--- config.mk ---
export PLATFORM = sky130hd
export DESIGN_NAME = break_arbiter
export DESIGN_NICKNAME = d
export VERILOG_FILES = /design/src/rtl/break_arbiter.sv
export SDC_FILE = /design/constraint.sdc
export NUM_CORES = 1
export LEC_CHECK = 0
export ABC_AREA = 1
export CAP_MARGIN = 20
export CORE_ASPECT_RATIO = 2
export CORE_MARGIN = 4
export CORE_UTILIZATION = 39
export CTS_CLUSTER_DIAMETER = 60
export DETAILED_ROUTE_END_ITERATION = 16
export GPL_ROUTABILITY_DRIVEN = 1
export HOLD_SLACK_MARGIN = 0.15
export PLACE_DENSITY = 0.77
export SYNTH_ARGS = -nofsm -noshare
export SYNTH_HDL_FRONTEND = slang
export SYNTH_SLANG_ARGS = --single-unit
--- constraint.sdc ---
create_clock -name clk -period 1.63 [get_ports clk]
set_input_delay 0.4075 -clock clk [delete_from_list [all_inputs] [get_ports clk]]
set_output_delay 0.4075 -clock clk [all_outputs]
set_load 0.005 [all_outputs]
--- src/rtl/break_arbiter.sv ---
// ---------------------------------------------------------------------------
// break_arbiter
//
// Data-break (DMA) arbiter and sequencer sitting between the PDP-8/e state
// machine and memory. Up to NDEV devices post break requests; one winner is
// picked, a break slot is requested from the CPU, a single 12-bit memory
// cycle is run on the winner's 15-bit address and the winner is acknowledged.
// For the whole break cycle this block owns the memory port.
//
// Parameters
//   NDEV       number of requesting devices, index 0 = highest priority
//   RR         0 = fixed priority, 1 = round-robin starting after last winner
//   MEM_LAT    clocks the memory strobe is held (read data valid at the end)
//   MAX_BURST  consecutive break cycles before a forced one-clock CPU release
//
// Ports
//   clk, reset      system clock, asynchronous active-high reset
//   clear           front-panel CLEAR, synchronous abort of pending requests
//   req             per-device break request (level)
//   dev_wr          per-device direction, 1 = device->memory
//   dev_addr        per-device 15-bit address, device i at [15*i +: 15]
//   dev_wdata       per-device 12-bit write data, device i at [12*i +: 12]
//   break_ok        state machine grants the break slot
//   mem_rdata       memory read data
//   break_req       break request to the state machine
//   break_in_prog   high from ADDR through DONE
//   grant           one-hot winner, stable from ADDR to DONE
//   ack             one-clock pulse to the winner in DONE
//   dev_rdata       read data, valid while ack is high
//   mem_addr, mem_wdata, mem_rd, mem_we   memory port
//
// Device handshake: a device raises req[i] (with dev_wr/addr/wdata stable)
// and holds it until it sees ack[i]; ack is a single-clock pulse and the
// device drops req[i] on the following clock. The arbiter ignores req[i] of
// the just-acknowledged device in DONE and in the clock after, so a device
// that drops one clock late is never served twice.
// ---------------------------------------------------------------------------
module break_arbiter #(
    parameter int NDEV      = 2,
    parameter int RR        = 0,
    parameter int MEM_LAT   = 2,
    parameter int MAX_BURST = 4
) (
    input  logic                 clk,
    input  logic                 reset,
    input  logic                 clear,
    input  logic [NDEV-1:0]      req,
    input  logic [NDEV-1:0]      dev_wr,
    input  logic [NDEV*15-1:0]   dev_addr,
    input  logic [NDEV*12-1:0]   dev_wdata,
    input  logic                 break_ok,
    input  logic [11:0]          mem_rdata,
    output logic                 break_req,
    output logic                 break_in_prog,
    output logic [NDEV-1:0]      grant,
    output logic [NDEV-1:0]      ack,
    output logic [11:0]          dev_rdata,
    output logic [14:0]          mem_addr,
    output logic [11:0]          mem_wdata,
    output logic                 mem_rd,
    output logic                 mem_we
);

    localparam int IDXW = (NDEV > 1) ? $clog2(NDEV) : 1;
    localparam int LATW = (MEM_LAT > 1) ? $clog2(MEM_LAT) : 1;
    localparam int BW   = $clog2(MAX_BURST + 1);

    typedef enum logic [2:0] {
        S_IDLE = 3'd0,
        S_WAIT = 3'd1,
        S_ADDR = 3'd2,
        S_XFER = 3'd3,
        S_DONE = 3'd4,
        S_GAP  = 3'd5
    } state_t;

    state_t state;
    state_t state_next;

    // Latched transaction (valid from ADDR to DONE)
    logic [IDXW-1:0] win_idx;
    logic [NDEV-1:0] win_oh;
    logic [14:0]     addr_q;
    logic [11:0]     wdata_q;
    logic            dir_q;
    logic [11:0]     rdata_q;

    logic [LATW-1:0] lat_cnt;
    logic [BW-1:0]   burst_cnt;
    logic [BW-1:0]   burst_inc;
    logic [IDXW-1:0] rr_ptr;
    logic            clr_seen;
    logic            mask_q;
    logic            take;
    logic            lat_last;

    // Per-device fields unpacked for indexed selection
    logic [14:0] addr_arr  [NDEV];
    logic [11:0] wdata_arr [NDEV];

    for (genvar g = 0; g < NDEV; g++) begin : g_unpack
        assign addr_arr[g]  = dev_addr[15*g +: 15];
        assign wdata_arr[g] = dev_wdata[12*g +: 12];
    end

    // -----------------------------------------------------------------------
    // Arbitration
    // -----------------------------------------------------------------------
    logic [NDEV-1:0] mask;
    logic [NDEV-1:0] arb_req;
    logic [IDXW-1:0] ptr_sel;
    logic [IDXW-1:0] ptr_eff;
    logic [IDXW-1:0] sel_idx;
    logic [NDEV-1:0] sel_oh;
    logic            sel_found;

    always_comb begin
        mask = '0;
        if (state == S_DONE || mask_q) begin
            mask = win_oh;
        end
    end

    assign arb_req = req & ~mask;

    // In DONE the new winner is chosen relative to the device just served,
    // before rr_ptr has been updated.
    assign ptr_sel = (state == S_DONE) ? win_idx : rr_ptr;

    // Fixed priority is round-robin with the pointer parked on the last
    // index: "first set index after NDEV-1" is the lowest set index.
    assign ptr_eff = (RR != 0) ? ptr_sel : IDXW'(NDEV - 1);

    // Two passes, highest index first so the lowest index of a pass wins.
    // The second pass (indices after the pointer) overrides the wrapped one.
    always_comb begin
        sel_found = 1'b0;
        sel_idx   = '0;
        for (int i = NDEV - 1; i >= 0; i--) begin
            if (arb_req[i] && (IDXW'(i) <= ptr_eff)) begin
                sel_found = 1'b1;
                sel_idx   = IDXW'(i);
            end
        end
        for (int i = NDEV - 1; i >= 0; i--) begin
            if (arb_req[i] && (IDXW'(i) > ptr_eff)) begin
                sel_found = 1'b1;
                sel_idx   = IDXW'(i);
            end
        end
    end

    always_comb begin
        sel_oh = '0;
        for (int i = 0; i < NDEV; i++) begin
            sel_oh[i] = sel_found && (sel_idx == IDXW'(i));
        end
    end

    // -----------------------------------------------------------------------
    // Sequencer FSM
    // -----------------------------------------------------------------------
    assign lat_last  = (lat_cnt == LATW'(MEM_LAT - 1));
    assign burst_inc = burst_cnt + BW'(1);

    always_comb begin
        state_next = state;
        take       = 1'b0;
        case (state)
            S_IDLE: begin
                if (|arb_req && !clear) begin
                    state_next = S_WAIT;
                end
            end
            S_WAIT: begin
                if (clear || !sel_found) begin
                    state_next = S_IDLE;
                end else if (break_ok) begin
                    state_next = S_ADDR;
                    take       = 1'b1;
                end
            end
            S_ADDR: begin
                state_next = S_XFER;
            end
            S_XFER: begin
                // Requests and clear are ignored here; the cycle always runs.
                if (lat_last) begin
                    state_next = S_DONE;
                end
            end
            S_DONE: begin
                if (clr_seen || clear) begin
                    state_next = S_IDLE;
                end else if (burst_inc == BW'(MAX_BURST)) begin
                    state_next = S_GAP;
                end else if (sel_found && break_ok) begin
                    state_next = S_ADDR;
                    take       = 1'b1;
                end else begin
                    state_next = S_IDLE;
                end
            end
            S_GAP: begin
                // The one-clock release is this state alone; pending requests
                // go straight back to WAIT rather than idling another clock.
                if (|arb_req && !clear) begin
                    state_next = S_WAIT;
                end else begin
                    state_next = S_IDLE;
                end
            end
            default: begin
                state_next = S_IDLE;
            end
        endcase
    end

    always_ff @(posedge clk or posedge reset) begin
        if (reset) begin
            state     <= S_IDLE;
            win_idx   <= '0;
            win_oh    <= '0;
            addr_q    <= '0;
            wdata_q   <= '0;
            dir_q     <= 1'b0;
            rdata_q   <= '0;
            lat_cnt   <= '0;
            burst_cnt <= '0;
            rr_ptr    <= '0;
            clr_seen  <= 1'b0;
            mask_q    <= 1'b0;
        end else begin
            state  <= state_next;
            mask_q <= (state == S_DONE);

            if (take) begin
                win_idx <= sel_idx;
                win_oh  <= sel_oh;
                addr_q  <= addr_arr[sel_idx];
                wdata_q <= wdata_arr[sel_idx];
                dir_q   <= dev_wr[sel_idx];
            end

            if (state == S_XFER && !lat_last) begin
                lat_cnt <= lat_cnt + LATW'(1);
            end else begin
                lat_cnt <= '0;
            end

            // Read data sampled on the edge that ends the last strobe clock
            if (state == S_XFER && lat_last && !dir_q) begin
                rdata_q <= mem_rdata;
            end

            // Remember a clear that arrives while the cycle is committed
            if (state == S_ADDR || state == S_XFER) begin
                clr_seen <= clr_seen | clear;
            end else begin
                clr_seen <= 1'b0;
            end

            // Burst count survives only a direct DONE->ADDR chain
            if (state == S_DONE) begin
                burst_cnt <= (state_next == S_ADDR) ? burst_inc : '0;
                rr_ptr    <= win_idx;
            end else if (state == S_IDLE || state == S_GAP) begin
                burst_cnt <= '0;
            end
        end
    end

    // -----------------------------------------------------------------------
    // Outputs, decoded from registered state so reset clears them at once
    // -----------------------------------------------------------------------
    logic in_cycle;

    assign in_cycle      = (state == S_ADDR) || (state == S_XFER) || (state == S_DONE);
    assign break_req     = (state == S_WAIT) || in_cycle;
    assign break_in_prog = in_cycle;
    assign grant         = in_cycle ? win_oh : '0;
    assign ack           = (state == S_DONE) ? win_oh : '0;
    assign dev_rdata     = (state == S_DONE && !dir_q) ? rdata_q : '0;
    assign mem_addr      = (state == S_ADDR || state == S_XFER) ? addr_q : '0;
    assign mem_wdata     = (state == S_XFER && dir_q) ? wdata_q : '0;
    assign mem_rd        = (state == S_XFER) && !dir_q;
    assign mem_we        = (state == S_XFER) && dir_q;

    a_strobe_excl : assert property (@(posedge clk) disable iff (reset) !(mem_rd && mem_we));
    a_grant_oh    : assert property (@(posedge clk) disable iff (reset) $onehot0(grant));
    a_ack_oh      : assert property (@(posedge clk) disable iff (reset) $onehot0(ack));

endmodule

==> results of run 1 <==
-- layer usage --
metal,up-vias,routed length [um],global-route usage
li1,1613,-,-
met1,1617,3640,0.216
met2,137,6760,0.439
met3,40,618,0.0503
met4,0,557,0.0908
met5,-,0,0
-- cell usage in the layout, fill, tap and decap left out, types with 23 or more instances in the layout --
master	n
buf_2	36
buf_4	28
buf_6	28
clkdlybuf4s50_1	73
dfrtp_1	50
inv_1	47
nand2_1	94
nand2_2	56
nand3_1	29
nor2_1	23
nor2_2	24
-- state kept, by name, summed over array words and instances (netlist names) --
signal     count
state          3
rdata_q       12
wdata_q       12
burst_cnt      3
dir_q          1
lat_cnt        1
clr_seen       1
win_oh         2
addr_q        15
mask_q         1
-- repair_timing --
| item | CTS | global route |
|---|---|---|
| resized for setup | 210 | 163 |
| setup buffers | 21 | 13 |
| endpoints found under the setup margin | 81 | 89 |
| pin swaps | 13 | 30 |
| gates cloned | 6 | 6 |
-- logic make-up after synthesis --
family                   Yosys count  share of synthesized area
AO/OA/AOI/OAI                     25                     0.0447
adder cells (fa/ha/maj)            2                    0.00868
buffers and inverters             75                      0.115
flip-flops                        51                      0.443
AND/OR/NAND/NOR                  267                      0.388
-- worst paths after layout --
check	start	end	slack [ns]	cells after the start
min in group asynchronous	reset	rdata_q[7]	0.57	3
setup reg to reg	state[2]	addr_q[8]	-0.44	14
max in group asynchronous	reset	state[0]	0.82	3
hold / removal	wdata_q[8]	wdata_q[8]	0.47	2
setup / recovery	state[2]	mem_wdata[10]	-0.46	8
hold reg to reg	wdata_q[8]	wdata_q[8]	0.47	2
-- report_power, final --
| part | switching [mW] | internal (mW) |
|---|---|---|
| logic | 1.77 | 1.64 |
| clock network | 0.476 | 0.764 |
| registers | 0.416 | 1.83 |
| total | 2.66 | 4.24 |
-- worst reg2reg max path, stage by stage, from the launching register on --
cell and delay [ns]:
dfrtp_1 0.43, buf_6 0.14, buf_6 0.11, nand2_4 0.08, buf_6 0.11, buf_8 0.12, nand2_4 0.06, buf_4 0.14
a21oi_4 0.20, nand2_4 0.14, clkbuf_16 0.19, nand2_2 0.06, nand2_2 0.05, nand2_2 0.07, nand2_1 0.06
-- synth_stat cells --
library cell,instances,area share
dfrtp_1,51,0.44
buf_12,1,0.0069
clkbuf_1,9,0.012
o21ai_1,1,0.0017
nand3_1,31,0.054
o21ai_0,5,0.0087
nor2_2,1,0.0022
a31o_2,1,0.0030
inv_1,53,0.069
ha_1,2,0.0087
buf_2,7,0.012
nor3_1,1,0.0017
buf_4,3,0.0078
nor2_1,64,0.083
buf_6,2,0.0078
nor2_4,2,0.0078
or2_2,4,0.0087
nand2_4,2,0.0078
a21oi_1,18,0.031
nand2_2,11,0.024
nand2_1,150,0.20
nand3_2,1,0.0035
-- stage by stage --
stage	total power, mW	hold slack, ns	util	area (um2)
after global routing	7.27	0.507	0.759	5470
final	6.90	0.471	0.759	5470
after detailed placement	4.53	0.465	0.609	4390
after global placement	4.44	0.463	0.609	4390
after floorplan	3.31	0.446	-	2890
after CTS	6.15	0.482	0.687	4960
-- layout make-up --
type	instances	area [um2]
clock inverter	2	35.0
inverter	53	210
tap	92	115
timing repair inverter	1	7.51
clock buffer	6	139
multi-input combinational	294	1760
fill	465	1740
sequential	51	1280
timing repair buffer	194	1920
==> impl_metrics.csv, run 1 <==
group,metric,value,unit
run_status,status,"finished, violations left",
run_status,violations,"negative setup slack",
routing,wire_per_inst,16.7,um
final_layout,drive_gt1_frac,0.443,
setup_path,worstPathCellList,"nor2_4 -> nand2_4 -> nor2_4 -> clkinvlp_4 -> buf_6 -> buf_6 -> nor2_2 -> buf_2",
routing,first_iter_violations,151,
floorplan,start_util,0.400,
timing,setup_viol,94,
logic_synthesis,avgSynthCellArea,6.86,um2
setup_path,critPathArrivalTime,1.69,ns
routing,via_count,3407,
timing,rsz0062_at_grt,"yes",
routing,routed_via_density,4.92,
setup_path,startpoint_type,"flop",
final_layout,finalNonFillerCells,693,
global_routing,antenna_found_initial,0,
clock_network,cts_tree,"done",
routing,drt_wl_total,11600,um
logic_synthesis,yosysWarnings,0,
timing,slew_viol_final,0,
logic_synthesis,syn_nets,496,
clock_network,cts_inserted_buffers,5,
timing,layout_setup_ws,-0.464,ns
clock_network,cts_sinks,51,
place,portBuffers,120,
timing,tightest_slew,0.344,ns
setup_path,critPathKind,"flop to output port",
place,dp_slack,-0.455,ns
global_routing,grt_use_total,0.227,
timing,final_hold_viol_count,0,
logic_synthesis,netlist_area,2880,um2
timing,fin_skew,0.00761,ns
routing,drtAntennaViolNets,0,
power_and_ir_drop,p_leak,2.81,nW
power_and_ir_drop,powerDensity,1260,nW/um2
timing,fin_tns_setup,-30.92,ns
timing,fin_crit,2.09,ns
setup_path,cp_slowest_cell,"dfrtp_1",
clock_network,clock-root-buffer,"clkbuf_16",
min_path,hp-class,"flop to flop",
place,place.gp.congestion,0.889,
global_routing,grt_pass1_vias,3209,
setup_path,cp_top_family,"buffers and inverters",
timing,max_freq,478,MHz
setup_path,worstPathRequired,1.22,ns
clock_network,cts.reportedPaths.clkPinSlew,0.07,ns
final_layout,areaGrowthSynthToFinish,89.8,%
routing,drc_errors,0,
global_routing,grt_pass1_wl,14900,um
floorplan,die_area,8910,um2
power_and_ir_drop,vdd_ir_drop_max,0.823,mV
place,dp_hpwl,6300,um
timing,fin_crit_sh,1.28,
logic_synthesis,synth_seq_cells,51,
setup_path,max_stage_delay,0.43,ns
floorplan,die_h,130,um
setup_path,worst_setup_path_end_kind,"output port",
floorplan,core,7210,um2
timing,max-slew-margin-rel,0.768,
floorplan,die_x,68.8,um
floorplan,rows,44,
clock_network,clk_latency,0.30,ns
final_layout,diodes,0,
clock_network,hold_buffers,0,
run,max_cap_viol_count,0,
global_routing,grt_max_degree,52,
clock_network,clockBufferDepth,2,
clock_network,htree_num_levels,2,
logic_synthesis,ys_types,22,
routing,dr.pass1.iters,6,
setup_path,path_buf_inv,4,
floorplan,ioPinCount,121,
logic_synthesis,yosysSeqAreaShare,0.443,
global_routing,grt-ovfl-total,0,
final_layout,nNetsFinal,676,
setup_path,critPathMaxFanout,3,
logic_synthesis,syn_inst,420,
place,dpl.cell_count,644,
No activity file was read; power rests on OpenSTA's default activity.
==> run 2: changes to the inputs <==
Settings changed: SLEW_MARGIN set to 10.
==> results of run 2 <==
Same layout as run 1: the final DEF is identical, and so are final timing and power.
==> run 3: changes to the inputs <==
Settings changed: CTS_CLUSTER_DIAMETER 60 to unset, SETUP_SLACK_MARGIN set to 0.5.
==> run 3 against run 2 <==
Compared with the run above:
- the run still ends with negative setup slack left
- final area increased by 3.6%
- register-to-register slack about the same
- via count decreased by 0.47%
- critical endpoint is now mem_wdata[9]
==> impl_metrics.csv, run 3 (synthesis results as in run 1) <==
group,metric,value,unit
place,dp_hpwl,6350,um
setup_path,max_stage_delay,0.39,ns
floorplan,start_util,0.400,
clock_network,cts.reportedPaths.clkPinSlew,0.06,ns
clock_network,clockBufferDepth,2,
timing,final_hold_viol_count,0,
global_routing,antenna_found_initial,0,
place,portBuffers,120,
global_routing,grt_pass1_wl,16200,um
timing,layout_setup_ws,-0.481,ns
power_and_ir_drop,powerDensity,1250,nW/um2
final_layout,layout_common_cells,"141 x nand2_1, 72 x clkdlybuf4s50_1, 51 x dfrtp_1, 48 x nor2_4, 46 x inv_1",
final_layout,diodes,0,
floorplan,die_area,8910,um2
routing,first_iter_violations,152,
global_routing,grt_max_degree,52,
timing,fin_crit_sh,1.30,
final_layout,register_area,1280,um2
timing,fin_skew,0.00713,ns
routing,dr.pass1.iters,4,
timing,fin_crit,2.11,ns
setup_path,critPathKind,"flop to output port",
power_and_ir_drop,p_seq_frac,0.309,
final_layout,drive_gt1_frac,0.403,
final_layout,areaGrowthSynthToFinish,96.7,%
final_layout,largest_reg_flops,15,
final_layout,finalNonFillerCells,698,
global_routing,grt_pass1_vias,3412,
final_layout,fill_cells,455,
power_and_ir_drop,switching_power,2.83,mW
run_status,status,"finished, violations left",
clock_network,clk_latency,0.30,ns
final_layout,final_common_cell,"nand2_1",
final_layout,reg_top3,"addr_q x15, rdata_q x12, wdata_q x12",
floorplan,core,7210,um2
clock_network,cts_sinks,51,
setup_path,critPathMaxFanout,3,
routing,routed_via_density,4.86,
final_layout,nNetsFinal,683,
min_path,hp-class,"flop to flop",
routing,wire_per_inst,16.3,um
global_routing,grt-ovfl-total,0,
routing,via_count,3391,
routing,drc_errors,0,
timing,fin_tns_setup,-31.18,ns
routing,drt_wl_total,11400,um
run_status,violations,"negative setup slack",
floorplan,ioPinCount,121,
timing,whs,0.472,ns
clock_network,cts_tree,"done",
setup_path,worstPathCellList,"inv_2 -> nor2_4 -> nand2_4 -> nor2_4 -> clkinvlp_4 -> buf_6 -> buf_6 -> nor2_4 -> buf_2",
global_routing,grt_use_total,0.249,
timing,max_freq,474,MHz
setup_path,cp_slowest_cell,"dfrtp_1",
floorplan,die_x,68.8,um
clock_network,clock-root-buffer,"clkbuf_16",
clock_network,htree_num_levels,2,
routing,drtAntennaViolNets,0,
power_and_ir_drop,cellInternalPower,4.23,mW
place,place.gp.congestion,0.817,
setup_path,worst_setup_path_end_kind,"output port",
timing,tightest_slew,0.320,ns
setup_path,worstPathRequired,1.22,ns
power_and_ir_drop,clock_power_share,0.140,
power_and_ir_drop,combPwrFrac,0.551,
power_and_ir_drop,p_leak,2.81,nW
final_layout,regMostFlops,"addr_q",
clock_network,cts_inserted_buffers,5,
floorplan,die_h,130,um
setup_path,cp_common_cell,"nor2_4",
timing,rsz0062_at_grt,"yes",
run,max_cap_viol_count,0,
floorplan,rows,44,
final_layout,multi_input_area,1840,um2
setup_path,critPathArrivalTime,1.70,ns
timing,setup_viol,82,
power_and_ir_drop,vdd_ir_drop_max,0.775,mV
place,dpl.cell_count,639,
setup_path,startpoint_type,"flop",
timing,slew_viol_final,0,
power_and_ir_drop,netSwitchingFraction,0.401,
timing,max-slew-margin-rel,0.787,
==> run 3: cell count changes in the layout (fill, tap and decap cells not counted), sizes merged <==
cell           delta
clkdlybuf4s50     -1
clkinvlp          +2
inv               -3
bufinv            -1
dlygate4sd2       -5
buf               -1
clkbuf           +10
nand2             +1
bufbuf            +1
clkdlybuf4s15     +2
==> run 3: power groups by stage <==
| stage | sequential, mW | combinational, mW | clock (mW) |
|---|---|---|---|
| global placement | 2.10 | 2.92 | 0 |
| CTS | 2.13 | 3.53 | 0.994 |
| finish | 2.18 | 3.89 | 0.987 |
| detailed placement | 2.12 | 3.00 | 0 |
| floorplan | 2.07 | 1.89 | 0 |
| global route | 2.23 | 4.17 | 1.04 |
==> run 3: layout make-up <==
cell class	count	share of cell area
repair buffers	200	0.367
repair inverters	1	0.00132
multi-input cells	295	0.324
flip-flops and latches	51	0.225
well taps	92	0.0203
inverters	53	0.0397
clock buffers	6	0.0227
==> run 3: metal layers <==
| metal | vias up | routed length, um | global-route usage |
|---|---|---|---|
| met5 | - | 0 | 0 |
| met4 | 0 | 335 | 0.108 |
| met3 | 24 | 539 | 0.0416 |
| met2 | 127 | 6800 | 0.495 |
| met1 | 1609 | 3700 | 0.228 |
| li1 | 1631 | - | - |
==> run 3: path summary, 6_finish.rpt <==
check	start	endpoint	slack (ns)	depth (start not counted)
max	state[1]	mem_wdata[9]	-0.48	9
min in group asynchronous	reset	addr_q[10]	0.51	3
max in group asynchronous	reset	addr_q[0]	0.86	3
min reg2reg	addr_q[5]	addr_q[5]	0.47	2
max reg2reg	state[1]	addr_q[11]	-0.45	15
min	addr_q[5]	addr_q[5]	0.47	2
==> run 3: worst max-delay path: cells and delay by family (launching register included) <==
| family | cells | cell delay (ns) |
|---|---|---|
| DFF | 1 | 0.39 |
| and+or+nand+nor | 4 | 0.42 |
| buffers and inverters | 5 | 0.61 |
==> run 3: what timing repair did <==
action                                  in CTS  in global routing
endpoints found under the setup margin      96                 96
pin swaps                                   20                 11
cloned                                      10                  2
hold buffers                                 0                  0
setup buffers                               35                  6
resized for setup                          213                 75
==> run 3: metrics by stage <==
stage / worst slack, ns / utilization / instance area (um2) / total power [mW]
floorplan: 0.0763 / - / 3300 / 3.95
finish: -0.481 / 0.786 / 5670 / 7.06
global route: -0.547 / 0.786 / 5670 / 7.44
detailed placement: -0.403 / 0.648 / 4680 / 5.12
CTS: -0.523 / 0.758 / 5470 / 6.65
global placement: -0.335 / 0.648 / 4680 / 5.01
